File: src/rtl/bic_pkg.sv
// rtl/bic_pkg.sv - shared types and helpers for the bus-invert transmit driver
package bic_pkg;
  localparam int BUS_W = 8;

  typedef enum logic [1:0] {IDLE, WAIT_ACK, ERR} state_t;

  function automatic logic [3:0] popcount9(input logic [8:0] x);
    logic [3:0] n;
    n = '0;
    for (int i = 0; i < 9; i++) n = n + {3'b000, x[i]};
    return n;
  endfunction

  function automatic logic [31:0] sat_add(input logic [31:0] a, input logic [31:0] b,
                                          input logic [31:0] max);
    logic [32:0] s;
    s = {1'b0, a} + {1'b0, b};
    if (s > {1'b0, max}) return max;
    return s[31:0];
  endfunction
endpackage

File: src/rtl/bic_fifo.sv
// rtl/bic_fifo.sv - DEPTH x W synchronous FIFO holding {invert, data} words
module bic_fifo
  import bic_pkg::*;
#(
  parameter int DEPTH = 4,
  parameter int W     = BUS_W + 1
) (
  input  logic                   clk,
  input  logic                   rst,
  input  logic                   push,
  input  logic [W-1:0]           push_data,
  input  logic                   pop,
  output logic [W-1:0]           pop_data,
  output logic                   full,
  output logic                   empty,
  output logic [$clog2(DEPTH):0] count
);
  localparam int AW = $clog2(DEPTH);

  logic [AW-1:0] wr_ptr_q, wr_ptr_d, rd_ptr_q, rd_ptr_d;
  logic [AW:0]   count_q, count_d;
  logic [W-1:0]  mem_q [DEPTH];
  logic          do_push, do_pop;

  assign full     = count_q == (AW+1)'(DEPTH);
  assign empty    = count_q == '0;
  assign count    = count_q;
  assign pop_data = mem_q[rd_ptr_q];
  assign do_push  = push && !full;
  assign do_pop   = pop && !empty;

  // DEPTH is a power of two, so pointers wrap on their own
  always_comb begin
    wr_ptr_d = wr_ptr_q;
    rd_ptr_d = rd_ptr_q;
    count_d  = count_q;
    if (do_push) wr_ptr_d = wr_ptr_q + AW'(1);
    if (do_pop)  rd_ptr_d = rd_ptr_q + AW'(1);
    case ({do_push, do_pop})
      2'b10:   count_d = count_q + (AW+1)'(1);
      2'b01:   count_d = count_q - (AW+1)'(1);
      default: count_d = count_q;
    endcase
  end

  always_ff @(posedge clk or negedge rst) begin
    if (!rst) begin
      wr_ptr_q <= '0;
      rd_ptr_q <= '0;
      count_q  <= '0;
    end else begin
      wr_ptr_q <= wr_ptr_d;
      rd_ptr_q <= rd_ptr_d;
      count_q  <= count_d;
    end
  end

  always_ff @(posedge clk) begin
    if (do_push) mem_q[wr_ptr_q] <= push_data;
  end
endmodule

File: src/rtl/bic_bus_driver.sv
// rtl/bic_bus_driver.sv - drives encoded words onto the bus with two-phase handshake and toggle stats
module bic_bus_driver
  import bic_pkg::*;
#(
  parameter int DEPTH   = 4,
  parameter int TIMEOUT = 255,
  parameter int CNT_W   = 16
) (
  input  logic             clk,
  input  logic             rst,
  input  logic             in_valid,
  output logic             in_ready,
  input  logic [BUS_W-1:0] in_data,
  input  logic             in_invert,
  output logic [BUS_W-1:0] bus_data,
  output logic             bus_invert,
  output logic             bus_strobe,
  input  logic             bus_ack,
  input  logic             clear_stats,
  input  logic             clear_err,
  output logic             err,
  output logic [CNT_W-1:0] word_count,
  output logic [CNT_W-1:0] tog_coded,
  output logic [CNT_W-1:0] tog_raw
);
  localparam int          CW         = $clog2(DEPTH) + 1;
  localparam logic [15:0] TIMER_LAST = 16'(TIMEOUT - 1);
  localparam logic [31:0] CNT_MAX    = 32'hFFFF_FFFF >> (32 - CNT_W);

  state_t           state_q, state_d;
  logic [15:0]      timer_q, timer_d;
  logic [BUS_W-1:0] bus_data_q, bus_data_d;
  logic             bus_invert_q, bus_invert_d;
  logic             bus_strobe_q, bus_strobe_d;
  logic             err_q, err_d;
  logic [CNT_W-1:0] word_count_q, word_count_d;
  logic [CNT_W-1:0] tog_coded_q, tog_coded_d;
  logic [CNT_W-1:0] tog_raw_q, tog_raw_d;

  logic [CW-1:0]    fifo_count;
  logic             fifo_full, fifo_empty, launch;
  logic [BUS_W:0]   head;
  logic [BUS_W-1:0] raw_p, raw_n;
  logic [3:0]       coded_delta, raw_delta;

  bic_fifo #(.DEPTH(DEPTH), .W(BUS_W + 1)) u_fifo (
    .clk       (clk),
    .rst       (rst),
    .push      (in_valid && !fifo_full),
    .push_data ({in_invert, in_data}),
    .pop       (launch),
    .pop_data  (head),
    .full      (fifo_full),
    .empty     (fifo_empty),
    .count     (fifo_count)
  );

  assign in_ready = fifo_count != CW'(DEPTH);

  // Toggle statistics compare the word being launched against what the bus holds now
  assign raw_p       = bus_data_q ^ {BUS_W{bus_invert_q}};
  assign raw_n       = head[BUS_W-1:0] ^ {BUS_W{head[BUS_W]}};
  assign coded_delta = popcount9({bus_invert_q ^ head[BUS_W], bus_data_q ^ head[BUS_W-1:0]});
  assign raw_delta   = popcount9({1'b0, raw_p ^ raw_n});

  always_comb begin
    state_d      = state_q;
    timer_d      = timer_q;
    bus_data_d   = bus_data_q;
    bus_invert_d = bus_invert_q;
    bus_strobe_d = bus_strobe_q;
    err_d        = err_q;
    word_count_d = word_count_q;
    tog_coded_d  = tog_coded_q;
    tog_raw_d    = tog_raw_q;
    launch       = 1'b0;

    case (state_q)
      IDLE: begin
        if (!fifo_empty) begin
          launch  = 1'b1;
          state_d = WAIT_ACK;
          timer_d = '0;
        end
      end
      WAIT_ACK: begin
        // A matching ack beats a timer expiring in the same cycle
        if (bus_ack == bus_strobe_q) begin
          if (!fifo_empty) begin
            launch  = 1'b1;
            timer_d = '0;
          end else begin
            state_d = IDLE;
          end
        end else if (timer_q == TIMER_LAST) begin
          state_d = ERR;
          err_d   = 1'b1;
        end else begin
          timer_d = timer_q + 16'd1;
        end
      end
      ERR: begin
        if (clear_err) begin
          state_d      = IDLE;
          err_d        = 1'b0;
          bus_strobe_d = bus_ack;
        end
      end
      default: state_d = IDLE;
    endcase

    if (launch) begin
      bus_data_d   = head[BUS_W-1:0];
      bus_invert_d = head[BUS_W];
      bus_strobe_d = ~bus_strobe_q;
    end

    if (clear_stats) begin
      word_count_d = '0;
      tog_coded_d  = '0;
      tog_raw_d    = '0;
    end else if (launch) begin
      word_count_d = CNT_W'(sat_add(32'(word_count_q), 32'd1, CNT_MAX));
      tog_coded_d  = CNT_W'(sat_add(32'(tog_coded_q), 32'(coded_delta), CNT_MAX));
      tog_raw_d    = CNT_W'(sat_add(32'(tog_raw_q), 32'(raw_delta), CNT_MAX));
    end
  end

  always_ff @(posedge clk or negedge rst) begin
    if (!rst) begin
      state_q      <= IDLE;
      timer_q      <= '0;
      bus_data_q   <= '0;
      bus_invert_q <= 1'b0;
      bus_strobe_q <= 1'b0;
      err_q        <= 1'b0;
      word_count_q <= '0;
      tog_coded_q  <= '0;
      tog_raw_q    <= '0;
    end else begin
      state_q      <= state_d;
      timer_q      <= timer_d;
      bus_data_q   <= bus_data_d;
      bus_invert_q <= bus_invert_d;
      bus_strobe_q <= bus_strobe_d;
      err_q        <= err_d;
      word_count_q <= word_count_d;
      tog_coded_q  <= tog_coded_d;
      tog_raw_q    <= tog_raw_d;
    end
  end

  assign bus_data   = bus_data_q;
  assign bus_invert = bus_invert_q;
  assign bus_strobe = bus_strobe_q;
  assign err        = err_q;
  assign word_count = word_count_q;
  assign tog_coded  = tog_coded_q;
  assign tog_raw    = tog_raw_q;
endmodule
File: config.mk
export PLATFORM = sky130hd
export DESIGN_NAME = bic_bus_driver
export DESIGN_NICKNAME = d
export VERILOG_FILES = /design/src/rtl/bic_pkg.sv /design/src/rtl/bic_fifo.sv /design/src/rtl/bic_bus_driver.sv
export SDC_FILE = /design/constraint.sdc
export NUM_CORES = 1
export LEC_CHECK = 0
export ABC_AREA = 1
export CORE_ASPECT_RATIO = 1.25
export CORE_MARGIN = 2
export CORE_UTILIZATION = 52
export DETAILED_ROUTE_END_ITERATION = 6
export PLACE_DENSITY = 0.77
export SLEW_MARGIN = 20
export SYNTH_ARGS = -nofsm -noshare
export SYNTH_HDL_FRONTEND = slang
export SYNTH_HIERARCHICAL = 1
export SYNTH_SLANG_ARGS = --single-unit
File: constraint.sdc
create_clock -name clk -period 4.9 [get_ports clk]
set_input_delay 0.98 -clock clk [delete_from_list [all_inputs] [get_ports clk]]
set_output_delay 0.98 -clock clk [all_outputs]
set_load 0.05 [all_outputs]
# --- Word level (Yosys, flattened, before mapping) ---
# Memories as Yosys holds them, arrays and structs flattened.
# Index checks and enable logic that the tools add are counted.
totals:
  register_bits: 84
  mem_bits_rw: 36
  in_bits: 15
  out_inout_bits: 60
  wordCells: 121
  mem_count: 1
op_classes:
  n_addsub: 23
  order_cmp: 3
  eq_ne: 15
  n_mux: 44
  bitwise_logic: 6
  n_reduce_logical: 17
memory_table:
  columns: ["name", "words", "word_bits", "read_ports", "rd_ports_with_merged_regs", "wr", "line", "source"]
  rows:
  - ["u_fifo.mem_q", 4, 9, 1, 0, 1, "bic_fifo.sv:22", "logic [W-1:0] mem_q [DEPTH];"]
ops:
  columns: ["cell", "count"]
  rows:
  - ["two-way mux 16 bit", 15]
  - ["> comparator 17 x 16 -> 1 bit (second input constant)", 3]
  - ["adder 4 x 1 -> 4 bit", 9]
  - ["adder 16 x 4 -> 17 bit", 2]
  - ["one-hot mux 16 bit (2 select lines)", 1]
  - ["XOR 8 bit", 4]
  - ["two-way mux 1 bit", 19]
  - ["adder 16 x 1 -> 17 bit (second input constant)", 1]
  - ["adder 16 x 1 -> 16 bit (second input constant)", 1]
  - ["equality test 16 x 8 -> 1 bit (second input constant)", 1]
  - ["!= test 3 bit (second input constant)", 4]
  - ["nonzero test 2 bit", 6]
  - ["two-way mux 2 bit", 5]
  - ["adder 3 x 1 -> 4 bit", 2]
  - ["!= test 2 bit (second input constant)", 4]
  - ["AND reduction 4 bit", 2]
  - ["adder 2 x 1 -> 3 bit", 2]
  - ["one-hot mux 2 bit (3 select lines)", 1]
  - ["one-hot mux 3 bit (2 select lines)", 1]
  - ["adder 1 x 1 -> 2 bit", 2]
  - ["adder 2 x 1 -> 2 bit (second input constant)", 2]
  - ["equality test 2 x 1 -> 1 bit (second input constant)", 2]
  - ["equality test 2 bit (second input constant)", 2]
  - ["one-hot mux 1 bit (2 select lines)", 2]
  - ["11 further kinds", 15]

# --- Longest topological paths before layout ---
# An unclocked memory read counts as a cell.
logic_depth:
  word_depth: 18
  depth_mapped: 24
  depth_no_buf: 23

# --- By module ---
# Netlist, hierarchy kept.
by_module_without_submodules:
  columns: ["module", "n_inst", "cells_per_inst", "area_per_inst_um2", "seq_area_each_um2"]
  rows:
  - ["bic_bus_driver", 1, 729, 5227.5, 1926.8]
  - ["bic_fifo", 1, 166, 1995.7, 1256.2]

# --- Worst setup path after synthesis ---
# OpenSTA, ideal clock, no wires.
synth_timing:
  kind: "register to register"
  start: "register u_fifo.rd_ptr_q[0]"
  end: "register tog_raw_q[6], in the netlist tog_raw[6]"
  setup_time_ns: 0.127
  t_arrival_ns: 4.994
  required_ns: 4.773
  path_slack_ns: -0.221
  path_stages_with_launch: 25
  n_path_buf: 2
  period_less_slack_ns: 5.121
  cell_sequence: "dfrtp_1 > inv_2 > buf_6 > buf_8 > o211ai_2 > nand2_1 > xor2_2 > xor2_1 > fa_1 > fa_1 > inv_1 > fa_1 > inv_1 > fa_1 > fa_1 > nand2_1 > nand2_1 > a21oi_1 > nor3_1 > nand2_1 > nor2_1 > nand3_1 > o21ai_0 > nand2_1 > o21ai_0"
synth_between:
  elab_chain_cells: 18
synth_rtl:
  columns: ["element", "line", "source"]
  rows:
  - ["start: declaration", "bic_fifo.sv:20", "logic [AW-1:0] wr_ptr_q, wr_ptr_d, rd_ptr_q, rd_ptr_d;"]
  - ["start signal: assignment", "bic_fifo.sv:53", "rd_ptr_q <= rd_ptr_d;"]
  - ["memory read (4 x 9 bit) *", null, null]
  - ["via head[8]", "bic_bus_driver.sv:42", "logic [BUS_W:0] head;"]
  - ["XOR 8 bit *", "bic_bus_driver.sv:62", "assign raw_n = head[BUS_W-1:0] ^ {BUS_W{head[BUS_W]}};"]
  - ["XOR 8 bit *", "bic_bus_driver.sv:64", "assign raw_delta = popcount9({1'b0, raw_p ^ raw_n});"]
  - ["adder 1 x 1 -> 2 bit", "bic_pkg.sv:10", "for (int i = 0; i < 9; i++) n = n + {3'b000, x[i]};"]
  - ["adder 2 x 1 -> 3 bit", "bic_pkg.sv:10", null]
  - ["adder 3 x 1 -> 4 bit", "bic_pkg.sv:10", null]
  - ["adder 4 x 1 -> 4 bit (3 in a row)", "bic_pkg.sv:10", null]
  - ["adder 4 x 1 -> 4 bit *", "bic_pkg.sv:10", null]
  - ["adder 16 x 4 -> 17 bit *", "bic_pkg.sv:17", "s = {1'b0, a} + {1'b0, b};"]
  - ["> comparator 17 x 16 -> 1 bit", "bic_pkg.sv:18", "if (s > {1'b0, max}) return max;"]
  - ["two-way mux 1 bit", "bic_pkg.sv:18", null]
  - ["two-way mux 1 bit", "bic_bus_driver.sv:122", "end else if (launch) begin"]
  - ["two-way mux 1 bit", "bic_bus_driver.sv:118", "if (clear_stats) begin"]
  - ["two-way mux 16 bit *", "bic_pkg.sv:19", "return s[31:0];"]
  - ["two-way mux 16 bit *", "bic_bus_driver.sv:122", null]
  - ["two-way mux 16 bit *", "bic_bus_driver.sv:118", null]
  - ["end signal: assignment", "bic_bus_driver.sv:149", "tog_raw_q <= tog_raw_d;"]
  - ["end: declaration", "bic_bus_driver.sv:38", "logic [CNT_W-1:0] tog_raw_q, tog_raw_d;"]
# The timed path passes the listed nets; every way through them passes the cells marked *. The select of a mux whose other input is x is not followed.
# A chain may end at the register's enable or synchronous reset.

# --- Worst setup path in the final report ---
layout_timing:
  start: "register u_fifo.rd_ptr_q[0]"
  end: "register tog_raw_q[0], in the netlist tog_raw[0]"
layout_between:
  elab_cells_between_ends: 18
  cone_classes: "8 x add/sub; 1 x order compare; 6 x mux; 2 x bitwise; 1 x memory"
layout_rtl:
  columns: ["element", "line"]
  rows:
  - ["memory read (4 x 9 bit) *", null]
  - ["via head[2]", "bic_bus_driver.sv:42"]
  - ["XOR 8 bit *", "bic_bus_driver.sv:62"]
  - ["XOR 8 bit *", "bic_bus_driver.sv:64"]
  - ["adder 2 x 1 -> 3 bit *", "bic_pkg.sv:10"]
  - ["adder 3 x 1 -> 4 bit *", "bic_pkg.sv:10"]
  - ["adder 4 x 1 -> 4 bit * (4 in a row)", "bic_pkg.sv:10"]
  - ["adder 16 x 4 -> 17 bit *", "bic_pkg.sv:17"]
  - ["> comparator 17 x 16 -> 1 bit", "bic_pkg.sv:18"]
  - ["two-way mux 1 bit", "bic_pkg.sv:18"]
  - ["two-way mux 1 bit", "bic_bus_driver.sv:122"]
  - ["two-way mux 1 bit", "bic_bus_driver.sv:118"]
  - ["two-way mux 16 bit *", "bic_pkg.sv:19"]
  - ["two-way mux 16 bit *", "bic_bus_driver.sv:122"]
  - ["two-way mux 16 bit *", "bic_bus_driver.sv:118"]
# Marked as above.

==> run metrics <==
Arr. time, crit path=a little over 5 ns; P&R area growth vs syn=27.8%; Cells after Synth=approximately 900; Cells after DPL=about 1,200; commonest non-fill, non-tap cell in the layout=nand2_1; syn_area_per_cell=between 8 and 9 µm²; IO Count=75; NumNets Final=1,067; number of synthesized register bits=120; # Max-Cap Violations=0; Total Routing Usage GR=between 20 and 30%; first-pass detailed-route iteration total=5; Die ar.=around 15,000 µm²; CTS Hold Buffers Added=0; Clk Latency, worst-skew pair=around 0.42 ns; register area share after synthesis=44.1%; initial antenna violation count=0; FP Rows=48; Slew Viols, Final=0; Hold Path Class=flip-flop to flip-flop; clock-pin slew on the worst setup and hold paths=~0.060 ns; Yosys warning count=6; Clock Tree Buf Depth=2; I/O Buffers=74; Relative slew margins=roughly two fifths; Post-Place Worst Slack=-0.115 ns; CTS H-tree lvls=4; commonest cells after routing, fill and taps aside=nand2_1 (265), inv_1 (135), dfrtp_1 (82); Tcrit/Tclk final=between 90% and 100%; Synth Net Count=between 900 and 1,000; DPL Wire Length=11.7 mm; WHS=0.511 ns; Die X=around 110 µm; crit path time final=about 4.8 ns; CTS tree=done; crit end category=flip-flop; clock sink total=120; number of fill cells=between 1,000 and 1,500; Core Area=13,700 µm²; Setup Crit Path Kind=flip-flop to flip-flop; routed len/inst=around 15 µm; gpl congestion=about 0.90; Setup Viol. Count Final=0; synthesized area=between 7000 and 8000 µm²; Vias=between 6,000 and 7,000; layout cell share with drive strength beyond 1=roughly 15%; number of buffers created by CTS=17; post-route ant nets=0; non-filler instance count after layout=1,207; total wire length=roughly 18 mm; via density per instance=5.34; clock skew=0.0112 ns; required time of the critical path=around 5.2 ns; # diodes=0; status=complete, no violations; Root Buffer=clkbuf_16; final core occ=67.4%; DR iter-0 viols=~500; FF/Latch Area=approximately 3200 µm²; Worst Tran Pin Value=between 0.9 and 1 ns; crit-path max FO=13; global-route wire length before repair=slightly below 30 mm; GRT Residual Overflow=0; critical path startpoint category=flip-flop; vias in the first global route=around 6,300; final hold vios=0; die height=between 100 and 150 µm; Multi-input gate area=between 3000 and 4000 µm²; f_max=208 MHz; fin worst setup slack=a little under 0.1 ns; pin count of the biggest net entering global routing=44; Remaining DRCs=0; synth unique cells=39; Starting Density=between 50% and 60%
[synthesized netlist by cell type (all sizes together)]
cell	number	area share [%]
o22ai	5	0.43
fa	12	3.3
inv	142	7.4
or2	4	0.35
o32a	1	0.14
nor4	3	0.47
xor2	17	2.2
a21o	3	0.31
mux2i	2	0.28
xnor2	12	1.5
o21ai	56	3.9
nor2	65	3.7
edfxtp	36	15
nor3	12	0.83
clkbuf	9	0.47
nand2	274	14
o41ai	1	0.12
dfrtp	84	29
o31ai	1	0.10
buf	8	1.1
ha	21	3.6
a31oi	1	0.087
nand4	13	1.1
o211ai	26	4.0
a21oi	16	1.1
nand3	71	5.1
[worst max-delay path, cell delays in order, from the launching register on]
cell and delay, ns:
dfrtp_2 0.43, inv_4 0.08, buf_12 0.15, o211ai_2 0.13, nand2_1 0.12, xnor2_2 0.29, xnor2_2 0.19, fa_1 0.49
fa_1 0.54, inv_2 0.04, fa_1 0.52, inv_1 0.05, fa_2 0.36, fa_2 0.39, nand2_2 0.08, nand2_2 0.07
a21oi_4 0.19, nor3_4 0.06, nand2_2 0.10, nor2_4 0.06, inv_2 0.06, nor2_2 0.06, o21ai_0 0.15, nand2_1 0.07
[registers in the layout, indices dropped and copies added (netlist names)]
register,cells
u_fifo/mem_q,36
bus_strobe,1
timer_q,16
bus_data,8
tog_coded,16
u_fifo/wr_ptr_q,2
word_count,16
tog_raw,16
u_fifo/count,3
bus_invert,1
state_q,2
err,1
u_fifo/rd_ptr_q,2
[kinds of logic after synthesis]
kind of cell	share of synthesized area (%)
and+or+nand+nor	25.9
adders and majority gates	6.96
AOI/OAI and AO/OA	10.3
muxes	0.277
buffers and inverters	8.92
xor gates and xnor gates	3.62
DFF	44.1
[layer usage]
metal  GRT usage, %  routed length, µm
met5              0                  0
met4           10.2                452
met3           5.15                861
met2           43.4               9450
met1           31.4               7330
[per-stage QoR]
stage                     setup TNS (ns)  area, µm²
after global routing              -0.749       9230
after global placement                 0       8280
after detailed placement           -1.03       8280
after CTS                              0       9090
after floorplan                        0       7250
final                                  0       9230
[layout make-up]
| class | count | area share, % |
|---|---|---|
| Clock buffer | 17 | 4.61 |
| Multi-Input combinational cell | 616 | 38.5 |
| Sequential cell | 120 | 34.5 |
| Tap cell | 175 | 2.37 |
| Clock inverter | 15 | 1.91 |
| Timing Repair Buffer | 121 | 12.3 |
| Inverter | 142 | 5.80 |
| Timing Repair inverter | 1 | 0.0813 |
[final timing paths]
check | start | to | slack [ns] | cells past startpoint
setup reg to reg | u_fifo/rd_ptr_q[0]$_DFFE_PN0P_ | tog_raw[0]$_DFFE_PN0P_ | 0.1 | 23
setup / recovery | u_fifo/rd_ptr_q[0]$_DFFE_PN0P_ | tog_raw[0]$_DFFE_PN0P_ | 0.1 | 23
max in group asynchronous | rst | tog_raw[12]$_DFFE_PN0P_ | 3.36 | 2
min in group asynchronous | rst | timer_q[13]$_DFFE_PN0P_ | 0.56 | 1
hold reg to reg | timer_q[3]$_DFFE_PN0P_ | timer_q[3]$_DFFE_PN0P_ | 0.51 | 1
hold / removal | timer_q[3]$_DFFE_PN0P_ | timer_q[3]$_DFFE_PN0P_ | 0.51 | 1
[repair_timing]
action | in CTS | in global routing
resized for setup | 10 | 27
buffers inserted | 17 | 7
cloned | 2 | 0
setup endpoints to repair | 28 | 31
pin swaps | 2 | 13
Power is left out: the tool's default activity adds up to more than one toggle a clock period on the data nets, which glitch-free logic cannot reach.
